===== config.mk =====
export PLATFORM = sky130hd
export DESIGN_NAME = multiplexor_barrido
export DESIGN_NICKNAME = d
export VERILOG_FILES = /design/src/rtl/multiplexor_pkg.sv /design/src/rtl/multiplexor_barrido_contador.sv /design/src/rtl/multiplexor_barrido.sv
export SDC_FILE = /design/constraint.sdc
export NUM_CORES = 1
export LEC_CHECK = 0
export BUFFER_PORTS_ARGS = -buffer_cell sky130_fd_sc_hd__buf_4
export CORE_ASPECT_RATIO = 1.1
export CORE_UTILIZATION = 39
export CTS_CLUSTER_DIAMETER = 50
export DETAILED_ROUTE_END_ITERATION = 10
export GPL_TIMING_DRIVEN = 0
export HOLD_SLACK_MARGIN = 0.02
export MAX_ROUTING_LAYER = met4
export PLACE_DENSITY_LB_ADDON = 0.12
export SYNTH_ARGS = -nofsm -noshare
export SYNTH_HDL_FRONTEND = slang
export SYNTH_SLANG_ARGS = --single-unit

===== constraint.sdc =====
create_clock -name Reloj -period 1.8 [get_ports Reloj]
set_input_delay 0.18 -clock Reloj [delete_from_list [all_inputs] [get_ports Reloj]]
set_output_delay 0.18 -clock Reloj [all_outputs]
set_load 0.02 [all_outputs]

===== src/rtl/multiplexor_pkg.sv =====
// Shared state encoding and mode constants for the scanning multiplexer.
package multiplexor_pkg;

    typedef enum logic [1:0] {
        INACTIVO = 2'd0,
        MANUAL   = 2'd1,
        BARRIDO  = 2'd2
    } estado_t;

    localparam logic MODO_MANUAL  = 1'b0;
    localparam logic MODO_BARRIDO = 1'b1;

endpackage


===== src/rtl/multiplexor_barrido_contador.sv =====
// Dwell counter plus wrapping channel counter used by the scan mode.
module contador_barrido
    import multiplexor_pkg::*;
#(
    parameter int unsigned CANALES     = 4,
    parameter int unsigned PERMANENCIA = 4,
    parameter int unsigned SEL_W       = $clog2(CANALES)
) (
    input  logic             clk,
    input  logic             rst_n,
    input  logic             avanzar,
    input  logic             limpiar,
    input  logic             cargar,
    input  logic [SEL_W-1:0] valor,
    output logic [SEL_W-1:0] canal,
    output logic             envuelve_c
);

    localparam int unsigned      CNT_W     = (PERMANENCIA > 1) ? $clog2(PERMANENCIA) : 1;
    localparam logic [CNT_W-1:0] CNT_MAX   = CNT_W'(PERMANENCIA - 1);
    localparam logic [SEL_W-1:0] CANAL_MAX = SEL_W'(CANALES - 1);

    logic [CNT_W-1:0] permanencia;
    logic [CNT_W-1:0] base_c;
    logic             fin_perm_c;

    // A clear restarts the dwell so that this edge counts as its first cycle.
    always_comb begin
        base_c     = limpiar ? '0 : permanencia;
        fin_perm_c = avanzar && (base_c == CNT_MAX);
        envuelve_c = fin_perm_c && (canal == CANAL_MAX);
    end

    // Dwell and channel registers; load has priority over scan advance.
    always_ff @(posedge clk or negedge rst_n) begin
        if (!rst_n) begin
            permanencia <= '0;
            canal       <= '0;
        end else begin
            if (avanzar) begin
                permanencia <= fin_perm_c ? '0 : base_c + CNT_W'(1);
            end else begin
                permanencia <= base_c;
            end
            if (cargar) begin
                canal <= valor;
            end else if (fin_perm_c) begin
                canal <= envuelve_c ? '0 : canal + SEL_W'(1);
            end
        end
    end

endmodule


===== src/rtl/multiplexor_barrido.sv =====
// N-channel registered multiplexer with manual selection and automatic scan.
module multiplexor_barrido
    import multiplexor_pkg::*;
#(
    parameter int unsigned ANCHO       = 8,
    parameter int unsigned CANALES     = 4,
    parameter int unsigned PERMANENCIA = 4,
    parameter int unsigned SEL_W       = $clog2(CANALES)
) (
    input  logic                     Reloj,
    input  logic                     Reset_n,
    input  logic [CANALES*ANCHO-1:0] Entradas,
    input  logic [SEL_W-1:0]         Selector,
    input  logic                     Modo,
    input  logic                     Habilitar,
    output logic [ANCHO-1:0]         Salida,
    output logic [SEL_W-1:0]         Canal,
    output logic                     Salida_Valida,
    output logic                     Error_Sel,
    output logic                     Fin_Barrido
);

    localparam logic [SEL_W:0] CANALES_EXT = (SEL_W + 1)'(CANALES);

    estado_t          estado;
    logic [SEL_W-1:0] canal_actual;
    logic             envuelve_c;
    logic             en_manual_c;
    logic             en_barrido_c;
    logic             sel_valido_c;
    logic             limpiar_c;
    logic [ANCHO-1:0] dato_barrido_c;
    logic [ANCHO-1:0] dato_selector_c;

    // Mode decode, selector range check and dwell restart on scan entry.
    always_comb begin
        en_manual_c  = Habilitar && (Modo == MODO_MANUAL);
        en_barrido_c = Habilitar && (Modo == MODO_BARRIDO);
        sel_valido_c = {1'b0, Selector} < CANALES_EXT;
        limpiar_c    = en_manual_c || (en_barrido_c && (estado != BARRIDO));
    end

    // Channel slices for the scan channel and the requested channel.
    always_comb begin
        dato_barrido_c  = '0;
        dato_selector_c = '0;
        for (int unsigned k = 0; k < CANALES; k++) begin
            if (canal_actual == SEL_W'(k)) begin
                dato_barrido_c = Entradas[k*ANCHO +: ANCHO];
            end
            if (Selector == SEL_W'(k)) begin
                dato_selector_c = Entradas[k*ANCHO +: ANCHO];
            end
        end
    end

    contador_barrido #(
        .CANALES     (CANALES),
        .PERMANENCIA (PERMANENCIA),
        .SEL_W       (SEL_W)
    ) u_contador (
        .clk        (Reloj),
        .rst_n      (Reset_n),
        .avanzar    (en_barrido_c),
        .limpiar    (limpiar_c),
        .cargar     (en_manual_c && sel_valido_c),
        .valor      (Selector),
        .canal      (canal_actual),
        .envuelve_c (envuelve_c)
    );

    assign Canal = canal_actual;

    // Mode FSM and output register; pulses clear on every edge unless re-raised.
    always_ff @(posedge Reloj or negedge Reset_n) begin
        if (!Reset_n) begin
            estado        <= INACTIVO;
            Salida        <= '0;
            Salida_Valida <= 1'b0;
            Error_Sel     <= 1'b0;
            Fin_Barrido   <= 1'b0;
        end else begin
            Error_Sel   <= 1'b0;
            Fin_Barrido <= 1'b0;
            if (Habilitar) begin
                if (Modo == MODO_BARRIDO) begin
                    estado        <= BARRIDO;
                    Salida        <= dato_barrido_c;
                    Salida_Valida <= 1'b1;
                    Fin_Barrido   <= envuelve_c;
                end else begin
                    estado <= MANUAL;
                    if (sel_valido_c) begin
                        Salida        <= dato_selector_c;
                        Salida_Valida <= 1'b1;
                    end else begin
                        Error_Sel <= 1'b1;
                    end
                end
            end
        end
    end

endmodule


# [Yosys cells after proc, flatten, opt, wreduce, memory -nomap -nowiden]
# Index checks and enable logic that the tools add are counted.
[word_totals] register_bits=16 in_bits=38 output_inout_bits=13 word_cells=44
[classes] add_sub_neg=2 eq_ne=8 mux=18 bitwise_logic=1 n_reduce_logical=9
[ops] op="2-to-1 mux 8 bit" n=9
[ops] op="2-to-1 mux 2 bit" n=7
[ops] op="== test 2 bit, second input constant" n=5
[ops] op="logical AND 1 bit" n=5
[ops] op="adder 2 x 1 -> 2 bit, second input constant" n=2
[ops] op="== test 2 x 1 -> 1 bit, second input constant" n=2
[ops] op="zero test 2 bit" n=2
[ops] op="2-to-1 mux 1 bit" n=2
[ops] op="!= test 2 bit, second input constant" n=1
[ops] op="nonzero test 2 bit" n=1
[ops] op="logical OR 1 bit" n=1
[ops] op="NOT 1 bit" n=1

# [Logic depth before layout (Yosys ltp)]
# Gate-level depths: netlist of the first run.
[depth] depth_word=10 depth_mapped=7

# [Modules after synthesis]
# A second synthesis of the first run with hierarchy kept.
[unflattened] hier_cells=126 hier_area_um2=1283.7
[by_module_without_submodules] mod="multiplexor_barrido" n_inst=1 cells_per_inst=106 area_per_inst_um2=1062.3 seq_area_each_um2=300.3
[by_module_without_submodules] mod="contador_barrido" n_inst=1 cells_per_inst=20 area_per_inst_um2=221.5 seq_area_each_um2=100.1

# [Least setup slack after synthesis of the first run]
# Ideal clock, no wire load.
[synth_path] kind="reg-to-reg" startpoint="register u_contador.canal[1]" endpoint="register Salida[3]" arrival_ps=1507 required_ps=1673 slack_ps=165 stages_incl_launch_ff=7 synth_period_minus_slack_ps=1635 path_cell_list="dfrtp_1 inv_1 ha_1 buf_6 and3b_1 a2111oi_2 o21ai_1"
[synth_between] elab_chain_len=6
[synth_lines] element="from (decl)" line_no="multiplexor_barrido_contador.sv:15" text="output logic [SEL_W-1:0] canal,"
[synth_lines] element="from (signal assigned)" line_no="multiplexor_barrido_contador.sv:46" text="canal <= valor;"
[synth_lines] element="from (signal assigned)" line_no="multiplexor_barrido_contador.sv:48" text="canal <= envuelve_c ? '0 : canal + SEL_W'(1);"
[synth_lines] element="zero test 2 bit" line_no="multiplexor_barrido.sv:48" text="if (canal_actual == SEL_W'(k)) begin"
[synth_lines] element="2-to-1 mux 8 bit (3 in a row)" line_no="multiplexor_barrido.sv:48"
[synth_lines] element="2-to-1 mux 8 bit (*)" line_no="multiplexor_barrido.sv:48"
[synth_lines] element="2-to-1 mux 8 bit (*)" line_no="multiplexor_barrido.sv:86" text="if (Modo == MODO_BARRIDO) begin"
[synth_lines] element="to (signal assigned)" line_no="multiplexor_barrido.sv:88" text="Salida <= dato_barrido_c;"
[synth_lines] element="to (signal assigned)" line_no="multiplexor_barrido.sv:94" text="Salida <= dato_selector_c;"
[synth_lines] element="to (decl)" line_no="multiplexor_barrido.sv:16" text="output logic [ANCHO-1:0] Salida,"
# Mark *: on every way between the ends. The rest lies on a longest branch, timed or not.
# A chain may end at the register's enable or synchronous reset.

# [Worst setup path in the final report of the first run]
[layout_path] startpoint="register u_contador.canal[0]" endpoint="register Salida[4]"
# Same word-level chain as after synthesis.

==> results.py, run 1 <==
metrics = {
    "outcome": {
        "status": "complete, no violations",
    },
    "clocking": {
        "cts.sinks": 16,
        "cts.htree.levels": 1,
        "clkTransAtPathRegs_ns": 0.10,
        "worst_skew_pair.late_latency_ns": 0.28,
        "cts_made_buffers": 3,
        "cts_max_path_buffers": 2,
        "cts_root_buf": "clkbuf_4",
        "cts_tree": "built",
    },
    "sta": {
        "fin_worst_skew_ns": 0.00475,
        "finalMaxSlewViolations": 0,
        "setup_viol": 0,
        "layout_setup_ws_ns": 0.0662,
        "tns_ns": 0,
        "fmax_ghz": 0.577,
        "timing.final.crit_share_pct": 96.3,
        "period_minus_slack_ns": 1.73,
        "holdWs_ns": 0.173,
        "rsz0062_at_grt": "true",
        "finalHoldViolCount": 0,
    },
    "place": {
        "placed_cells": 197,
        "preCtsSetupSlack_ns": -0.00153,
        "dp_hpwl_um": 2540,
        "gp_congestion": 0.801,
        "numPortBuffers": 47,
        "place_area_um2": 1630,
    },
    "pwr": {
        "power_switching_mw": 0.427,
        "vdd_drop_max_mv": 0.421,
        "p_sw_share_pct": 36.1,
        "p_comb_share_pct": 45.4,
        "power_mw": 1.18,
        "power_leakage_nw": 0.755,
        "sequentialPowerShare_pct": 38.0,
        "p_clk_share_pct": 16.5,
        "power_density_nw_per_um2": 707,
        "power.internal_mw": 0.754,
    },
    "worst_hold_path": {
        "hold_class": "in -> reg",
    },
    "global_route": {
        "grt_use_total_pct": 22.5,
        "grt_overflow": 0,
        "antenna_found_initial": 0,
        "grt_pass1_wl_um": 5560,
        "grt_pass1_vias": 1154,
        "grt_max_degree": 17,
    },
    "drt": {
        "drt_iter0_markers": 47,
        "vias_per_cell": 5.69,
        "drcViolationCount": 0,
        "wire_per_inst_um": 17.3,
        "vias": 1143,
        "drt_first_pass_iters": 4,
        "antenna_left": 0,
        "wirelength_um": 3490,
    },
    "setup_path": {
        "crit_buf_inv": 1,
        "cp_data_arrival_time_ns": 1.90,
        "cp.required_ns": 1.97,
        "cp_max_fo": 8,
        "cp_cell_sequence": "inv_1 -> ha_1 -> and3b_2 -> a2111oi_0 -> o21ai_1",
        "slowest_stage": "a2111oi_0",
        "criticalPathCategory": "reg -> reg",
        "cpLargestDelayFamily": "compound AO/OA/AOI/OAI gates",
        "crit_path_max_incr_delay_ns": 0.45,
        "startpoint_type": "flip-flop",
        "timing.critical_path.to_type": "flip-flop",
    },
    "logic_synthesis": {
        "synth_area_leaders": "dfrtp_1 (32%), mux4_2 (15%), and3b_2 (5.7%)",
        "synth_edf_count": 0,
        "synth_async_sr_flop_share_pct": 100,
        "synth-seq-cells": 16,
        "syn_nets": 159,
        "ys_types": 31,
        "synth_area_leader_cell": "dfrtp_1",
        "yosysTopAreaCellShare_pct": 32.5,
        "yosysWarnings": 0,
        "synthFlopType": "dfrtp_1",
        "syn_area_per_cell_um2": 10.6,
        "syn-instance-count": 116,
        "syn_area_um2": 1230,
        "ys_seq_area_share_pct": 32.5,
    },
    "finish": {
        "final_cell_mix": "buf_4 (48), dfrtp_1 (14), nor2b_1 (11)",
        "drive_above_1_share_pct": 48.5,
        "antenna_cells": 0,
        "final_cells": 201,
        "design_area_um2": 1670,
        "areaGrowthSynthToFinish_pct": 35.4,
        "utilization_pct": 55.3,
        "final_nets": 212,
        "layout_commonest_cell": "buf_4",
    },
    "floorplanning": {
        "start_util_pct": 40.8,
        "die_height_um": 61.0,
        "die_x_um": 55.6,
        "num_rows": 21,
        "io_pins": 51,
        "die_area_um2": 3390,
        "core_region_area_um2": 3020,
    },
    "flow_run": {
        "maxCapViolCount": 0,
    },
}
sequential cells by signal, indices dropped and copies added (netlist names):
register	cells
Fin_Barrido	1
Salida	8
Salida_Valida	1
estado	2
u_contador.canal	2
u_contador.permanencia	2
metal layers:
layer | wire length (µm) | up-vias | global-route usage (%) | part of all wire, %
met5 | 0 | - | - | 0
met4 | 20 | 0 | 8.21 | 0.57
met3 | 144 | 2 | 3.84 | 4.1
met2 | 1760 | 33 | 39.9 | 51
met1 | 1560 | 552 | 25.9 | 45
li1 | - | 556 | - | -
cells in the mapped netlist, drive strengths merged (2+ instances only):
cell and instances:
inv 4, nor2b 11, and3 2, ha 5, o221ai 8, and3b 8
o21ai 11, nand3b 2, clkbuf 2, a2111oi 8, mux4 8, buf 8
a21oi 9, nand2 2, o211ai 2, nor2 2, dfrtp 16
final cells by class:
| type | count | area [µm²] |
|---|---|---|
| flip-flops and latches | 16 | 403 |
| plain buffers | 10 | 65.1 |
| clock buffers | 3 | 22.5 |
| fillers | 281 | 1350 |
| repair buffers | 48 | 363 |
| well taps | 34 | 42.5 |
| inverters | 4 | 15.0 |
| multi-input cells | 86 | 759 |
cells by family after synthesis:
family | after synthesis | share of synthesized area [%]
AO/OA/AOI/OAI | 39 | 21.8
AND/OR/NAND/NOR | 31 | 17.8
flip-flops | 16 | 32.5
buffers and inverters | 14 | 6.39
multiplexers | 9 | 15.5
adder cells (fa/ha/maj) | 5 | 5.07
other | 1 | 0.304
XOR/XNOR | 1 | 0.710
path summary, 6_finish.rpt:
kind / start / end / slack, ns / cells past startpoint
min in group asynchronous: Reset_n / Salida[5] / 0.28 / 2
setup reg to reg: u_contador.canal[0] / Salida[4] / 0.07 / 5
max in group asynchronous: Reset_n / u_contador.canal[0] / 1.31 / 2
hold reg to reg: Salida_Valida / Salida_Valida / 0.47 / 1
hold / removal: Modo / estado[1] / 0.17 / 2
setup / recovery: u_contador.canal[0] / Salida[4] / 0.07 / 5
power groups by stage:
stage | clock network, mW | registers, mW | logic, mW
after global routing | 0.220 | 0.456 | 0.579
after CTS | 0.201 | 0.447 | 0.532
final | 0.195 | 0.449 | 0.536
after global placement | 0 | 0.451 | 0.522
after floorplan | 0 | 0.502 | 0.260
after detailed placement | 0 | 0.453 | 0.528
what timing repair did:
action | 4_1_cts | 5_1_grt
buffers inserted | 0 | 0
endpoints found under the hold margin | 16 | 0
hold buffers | 1 | 0
endpoints found under the setup margin | 3 | 9
gates resized for setup | 2 | 5
Note: power is estimated with default switching activity, not from simulation.
==> inputs of run 2 (changes only) <==
clock period = 1.9 ns   (was 1.8 ns; I/O delays follow)
==> run 2 against run 1 <==
Effect of this change:
- sequential power decreased by 5.3%
- flip-flop and latch count unchanged
- power is 5.4% lower
- clock power shrank 6%
- worst setup slack better by 0.096 ns
- non-clock buffer count did not move
- critical path depth unchanged
- largest cell class unchanged
- worst hold slack improved by 0.010 ns
==> results.py, run 2 (synthesis gave the netlist of run 1 again) <==
metrics = {
    "pwr": {
        "vdd_drop_max_mv": 0.397,
        "power_leakage_nw": 0.755,
        "power_mw": 1.12,
        "power_density_nw_per_um2": 669,
    },
    "place": {
        "dp_hpwl_um": 2540,
        "gp_congestion": 0.801,
        "numPortBuffers": 47,
    },
    "flow_run": {
        "maxCapViolCount": 0,
    },
    "global_route": {
        "grt_overflow": 0,
        "antenna_found_initial": 0,
        "grt_max_degree": 17,
        "grt_pass1_vias": 1154,
        "grt_pass1_wl_um": 5560,
        "grt_use_total_pct": 22.5,
    },
    "finish": {
        "antenna_cells": 0,
        "register_area_um2": 402,
        "largest_reg_flops": 8,
        "layout_commonest_cell": "buf_4",
        "final_cell_mix": "buf_4 (48), dfrtp_1 (15), nor2b_1 (11)",
        "final_nets": 212,
        "areaGrowthSynthToFinish_pct": 35.3,
        "utilization_pct": 55.2,
        "fill_cells": 282,
        "multi_input_area_um2": 759,
        "drive_above_1_share_pct": 47.9,
        "top_register": "Salida",
    },
    "setup_path": {
        "crit_cells": 5,
        "r2r-start": "u_contador.canal[1]",
        "startpoint_type": "flip-flop",
        "slowest_stage": "a2111oi_0",
        "timing.critical_path.to_type": "flip-flop",
        "cp_cell_sequence": "inv_1 -> ha_1 -> and3b_2 -> a2111oi_0 -> o21ai_1",
        "crit_path_max_incr_delay_ns": 0.45,
        "cpLargestDelayFamily": "compound AO/OA/AOI/OAI gates",
        "crit_buf_inv": 1,
        "cp_max_fo": 8,
        "cp_data_arrival_time_ns": 1.91,
        "cp.required_ns": 2.07,
        "r2r_cells": 5,
        "critPathLaunch": "u_contador.canal[1]",
        "criticalPathCategory": "reg -> reg",
    },
    "sta": {
        "rsz0062_at_grt": "false",
        "finalHoldViolCount": 0,
        "holdWs_ns": 0.184,
        "fin_worst_skew_ns": 0.00460,
        "period_minus_slack_ns": 1.74,
        "tns_ns": 0,
        "fmax_ghz": 0.575,
        "setup_viol": 0,
        "timing.final.crit_share_pct": 91.5,
        "finalMaxSlewViolations": 0,
    },
    "drt": {
        "wire_per_inst_um": 17.4,
        "drcViolationCount": 0,
        "antenna_left": 0,
        "vias_per_cell": 5.73,
        "drt_iter0_markers": 45,
        "wirelength_um": 3500,
        "vias": 1151,
        "drt_first_pass_iters": 4,
    },
    "clocking": {
        "cts.sinks": 16,
        "cts_made_buffers": 3,
        "cts.htree.levels": 1,
        "cts_tree": "built",
        "postCtsSetupBuffers": 0,
        "cts_root_buf": "clkbuf_4",
        "clkTransAtPathRegs_ns": 0.10,
        "cts_max_path_buffers": 2,
        "worst_skew_pair.late_latency_ns": 0.28,
    },
    "worst_hold_path": {
        "hp-start": "Modo",
        "hold_class": "in -> reg",
        "hold-path-cell-count": 2,
    },
    "floorplanning": {
        "die_area_um2": 3390,
        "die_height_um": 61.0,
        "start_util_pct": 40.8,
        "die_x_um": 55.6,
        "io_pins": 51,
        "core_region_area_um2": 3020,
        "num_rows": 21,
    },
    "outcome": {
        "status": "complete, no violations",
    },
}
run 2: changes by cell type in the layout (fill, tap and decap cells not counted):
cell / change
a21boi_0: +1
a21boi_1: -1
dfrtp_1: +1
dfrtp_2: -1
run 2: area by class of cell:
cell class                 count  area share, %
sequential                    16           24.1
tap                           34           2.55
timing repair buffer          48           21.7
clock buffer                   3           1.35
inverter                       4          0.900
multi-input combinational     86           45.5
buffer                        10           3.90
run 2: worst reg2reg max path, cell delays in order (launching register included):
cell       delay, ns
dfrtp_1         0.44
inv_1           0.10
ha_1            0.29
and3b_2         0.25
a2111oi_0       0.45
o21ai_1         0.09
run 2: metrics by stage:
stage / worst slack [ns] / cell area, µm² / std cells
2_1_floorplan: 0.265 / 1230 / 116
6_report: 0.162 / 1670 / 201
3_3_place_gp: 0.0983 / 1630 / 197
5_1_grt: 0.0259 / 1670 / 201
4_1_cts: 0.0602 / 1660 / 201
3_5_place_dp: 0.0985 / 1630 / 197
run 2: power by group:
| part | switching [mW] | leakage [nW] | internal [mW] |
|---|---|---|---|
| sequential | 0.0333 | 0.192 | 0.392 |
| combinational | 0.260 | 0.549 | 0.247 |
| clock | 0.111 | 0.0138 | 0.0735 |
run 2: worst paths after layout:
check	end	slack, ns
worst max-delay path	Salida[4]	0.16
worst min-delay path	estado[1]	0.18
worst max register to register	Salida[4]	0.16
worst min register to register	Salida_Valida	0.47
max in group asynchronous	u_contador.canal[0]	1.40
min in group asynchronous	Salida[5]	0.29
run 2: routing by layer:
metal,global-route usage [%],vias to the layer above,wire length [µm]
met5,-,-,0
met4,8.21,0,32
met3,3.84,4,147
met2,39.9,33,1780
met1,25.9,559,1540
li1,-,555,-
run 2: timing repair:
action                     CTS  global route
hold buffers                 1             0
gates resized for setup      0             6
setup endpoints to repair    0             8
hold endpoints to repair    16             0
==> inputs of run 3 (changes only) <==
ABC_CLOCK_PERIOD_IN_PS = 1900   (was unset)
CAP_MARGIN = 20   (was unset)
CORE_UTILIZATION = 45   (was 39)
==> run 3 against run 2 <==
Effect of this change:
- cell area increased by 0.30%
- power increased by 4.2%
- first-iteration DRC count increased by 6.7%
- clock skew decreased by 0.0039 ns
- final cell count decreased by 1.0%
- register-to-register slack got worse by 0.04 ns
- global-route usage increased by 4.6 points
- flip-flop and latch count unchanged
- worst hold slack got worse by 0.021 ns
- non-clock buffer count unchanged
- wire length decreased by 1.0%
- fmax decreased by 2.5%
- critical path type unchanged
- critical endpoint unchanged
- largest power group unchanged
==> results.py, run 3 (synthesis gave the netlist of run 1 again) <==
metrics = {
    "clocking": {
        "worst_skew_pair.late_latency_ns": 0.30,
        "cts_made_buffers": 3,
        "cts.htree.levels": 1,
        "cts_tree": "built",
        "cts.sinks": 16,
        "clkTransAtPathRegs_ns": 0.11,
        "cts_root_buf": "clkbuf_4",
        "cts_max_path_buffers": 2,
    },
    "setup_path": {
        "cp_max_fo": 10,
        "criticalPathCategory": "reg -> reg",
        "r2r-start": "u_contador.canal[0]",
        "cp_data_arrival_time_ns": 1.97,
        "startpoint_type": "flip-flop",
        "worstReg2RegEnd": "Salida[4]",
        "regToRegSetupSlack_ns": 0.12,
        "r2r_cells": 5,
        "cp.required_ns": 2.09,
        "timing.critical_path.to_type": "flip-flop",
    },
    "floorplanning": {
        "num_rows": 19,
        "die_height_um": 56.9,
        "io_pins": 51,
        "die_area_um2": 2960,
        "start_util_pct": 48.5,
        "core_region_area_um2": 2540,
        "die_x_um": 51.9,
    },
    "flow_run": {
        "maxCapViolCount": 0,
    },
    "finish": {
        "areaGrowthSynthToFinish_pct": 35.7,
        "layout_commonest_cell": "buf_4",
        "final_cell_mix": "buf_4 (48), dfrtp_1 (16), nor2b_1 (11)",
        "utilization_pct": 65.8,
        "drive_above_1_share_pct": 47.0,
        "design_area_um2": 1670,
        "largest_reg_flops": 8,
        "final_nets": 212,
        "top_register": "Salida",
        "antenna_cells": 0,
    },
    "global_route": {
        "antenna_found_initial": 0,
        "grt_pass1_vias": 1262,
        "grt_overflow": 0,
        "grt_pass1_wl_um": 5610,
        "grt_use_total_pct": 27.0,
        "grt_max_degree": 17,
    },
    "sta": {
        "fmax_ghz": 0.561,
        "setup_viol": 0,
        "tns_ns": 0,
        "rsz0062_at_grt": "false",
        "fin_worst_skew_ns": 0.000700,
        "period_minus_slack_ns": 1.78,
        "finalMaxSlewViolations": 0,
        "finalHoldViolCount": 0,
        "timing.final.crit_share_pct": 93.8,
    },
    "drt": {
        "antenna_left": 0,
        "vias": 1186,
        "wire_per_inst_um": 17.4,
        "vias_per_cell": 5.96,
        "wirelength_um": 3460,
        "drt_first_pass_iters": 4,
        "drt_iter0_markers": 48,
        "drcViolationCount": 0,
    },
    "place": {
        "dp_hpwl_um": 2550,
        "numPortBuffers": 47,
        "gp_congestion": 0.783,
        "place_area_um2": 1630,
    },
    "pwr": {
        "power_density_nw_per_um2": 695,
        "power_mw": 1.16,
        "vdd_drop_max_mv": 0.555,
        "power_leakage_nw": 0.760,
    },
    "worst_hold_path": {
        "hold_path_end": "estado[1]",
        "hold-path-cell-count": 2,
        "hp-start": "Modo",
        "hold_class": "in -> reg",
    },
    "outcome": {
        "status": "complete, no violations",
    },
}
==> run 3: changes by cell type in the layout (fill, tap and decap cells not counted) <==
| cell | delta |
|---|---|
| dfrtp_2 | -1 |
| dfrtp_1 | +1 |
| clkbuf_8 | +1 |
| a2111oi_0 | +2 |
| a2111oi_1 | -2 |
| clkbuf_1 | +1 |
| clkbuf_2 | -1 |
==> run 3: area by class of cell <==
| class | count | area, µm² |
|---|---|---|
| Fill cell | 214 | 870 |
| Sequential cell | 16 | 400 |
| Buffer | 10 | 63.8 |
| Multi-Input combinational cell | 86 | 757 |
| Inverter | 4 | 15.0 |
| Tap cell | 31 | 38.8 |
| Clock buffer | 4 | 36.3 |
| Timing Repair Buffer | 48 | 363 |
==> run 3: per-layer routing <==
layer	share of wire, %	vias up	GRT usage, %
met4	1.5	0	10.8
met1	39	575	31.6
met5	0	-	-
li1	-	556	-
met2	52	50	45.6
met3	6.6	5	3.79
==> run 3: power by group <==
group	total [mW]	internal, mW	leakage [nW]	switching [mW]
logic	0.497	0.243	0.546	0.253
clock network	0.243	0.117	0.0210	0.126
registers	0.423	0.391	0.193	0.0318
total	1.16	0.751	0.760	0.412
==> run 3: worst max path at each step <==
stage                            to                 from  cells after the start  slack, ns
after floorplan           Salida[3]  u_contador.canal[1]                      6       0.27
after global placement    Salida[3]  u_contador.canal[1]                      6       0.18
after detailed placement  Salida[4]  u_contador.canal[0]                      5       0.13
after CTS                 Salida[4]  u_contador.canal[0]                      5       0.12
after global routing      Salida[5]  u_contador.canal[0]                      5      0.004
final                     Salida[4]  u_contador.canal[0]                      5       0.12
==> run 3: repair_timing <==
action	CTS	global route
gates resized for setup	0	1
endpoints found under the hold margin	16	0
endpoints found under the setup margin	0	1
buffers inserted	0	0
hold buffers	1	0
==> run 3: worst max-delay path: stages (launching register included) <==
cell and delay, ns:
dfrtp_1 0.45, ha_1 0.20, clkbuf_1 0.37, inv_1 0.28, o221ai_1 0.26, o21ai_1 0.09
==> run 3: through the flow <==
step	instances	hold slack (ns)	setup WS (ns)
after floorplan	116	-0.106	0.265
after global placement	194	0.0662	0.181
after detailed placement	194	0.0675	0.133
after CTS	199	0.164	0.123
after global routing	199	0.168	0.00391
final	199	0.163	0.118
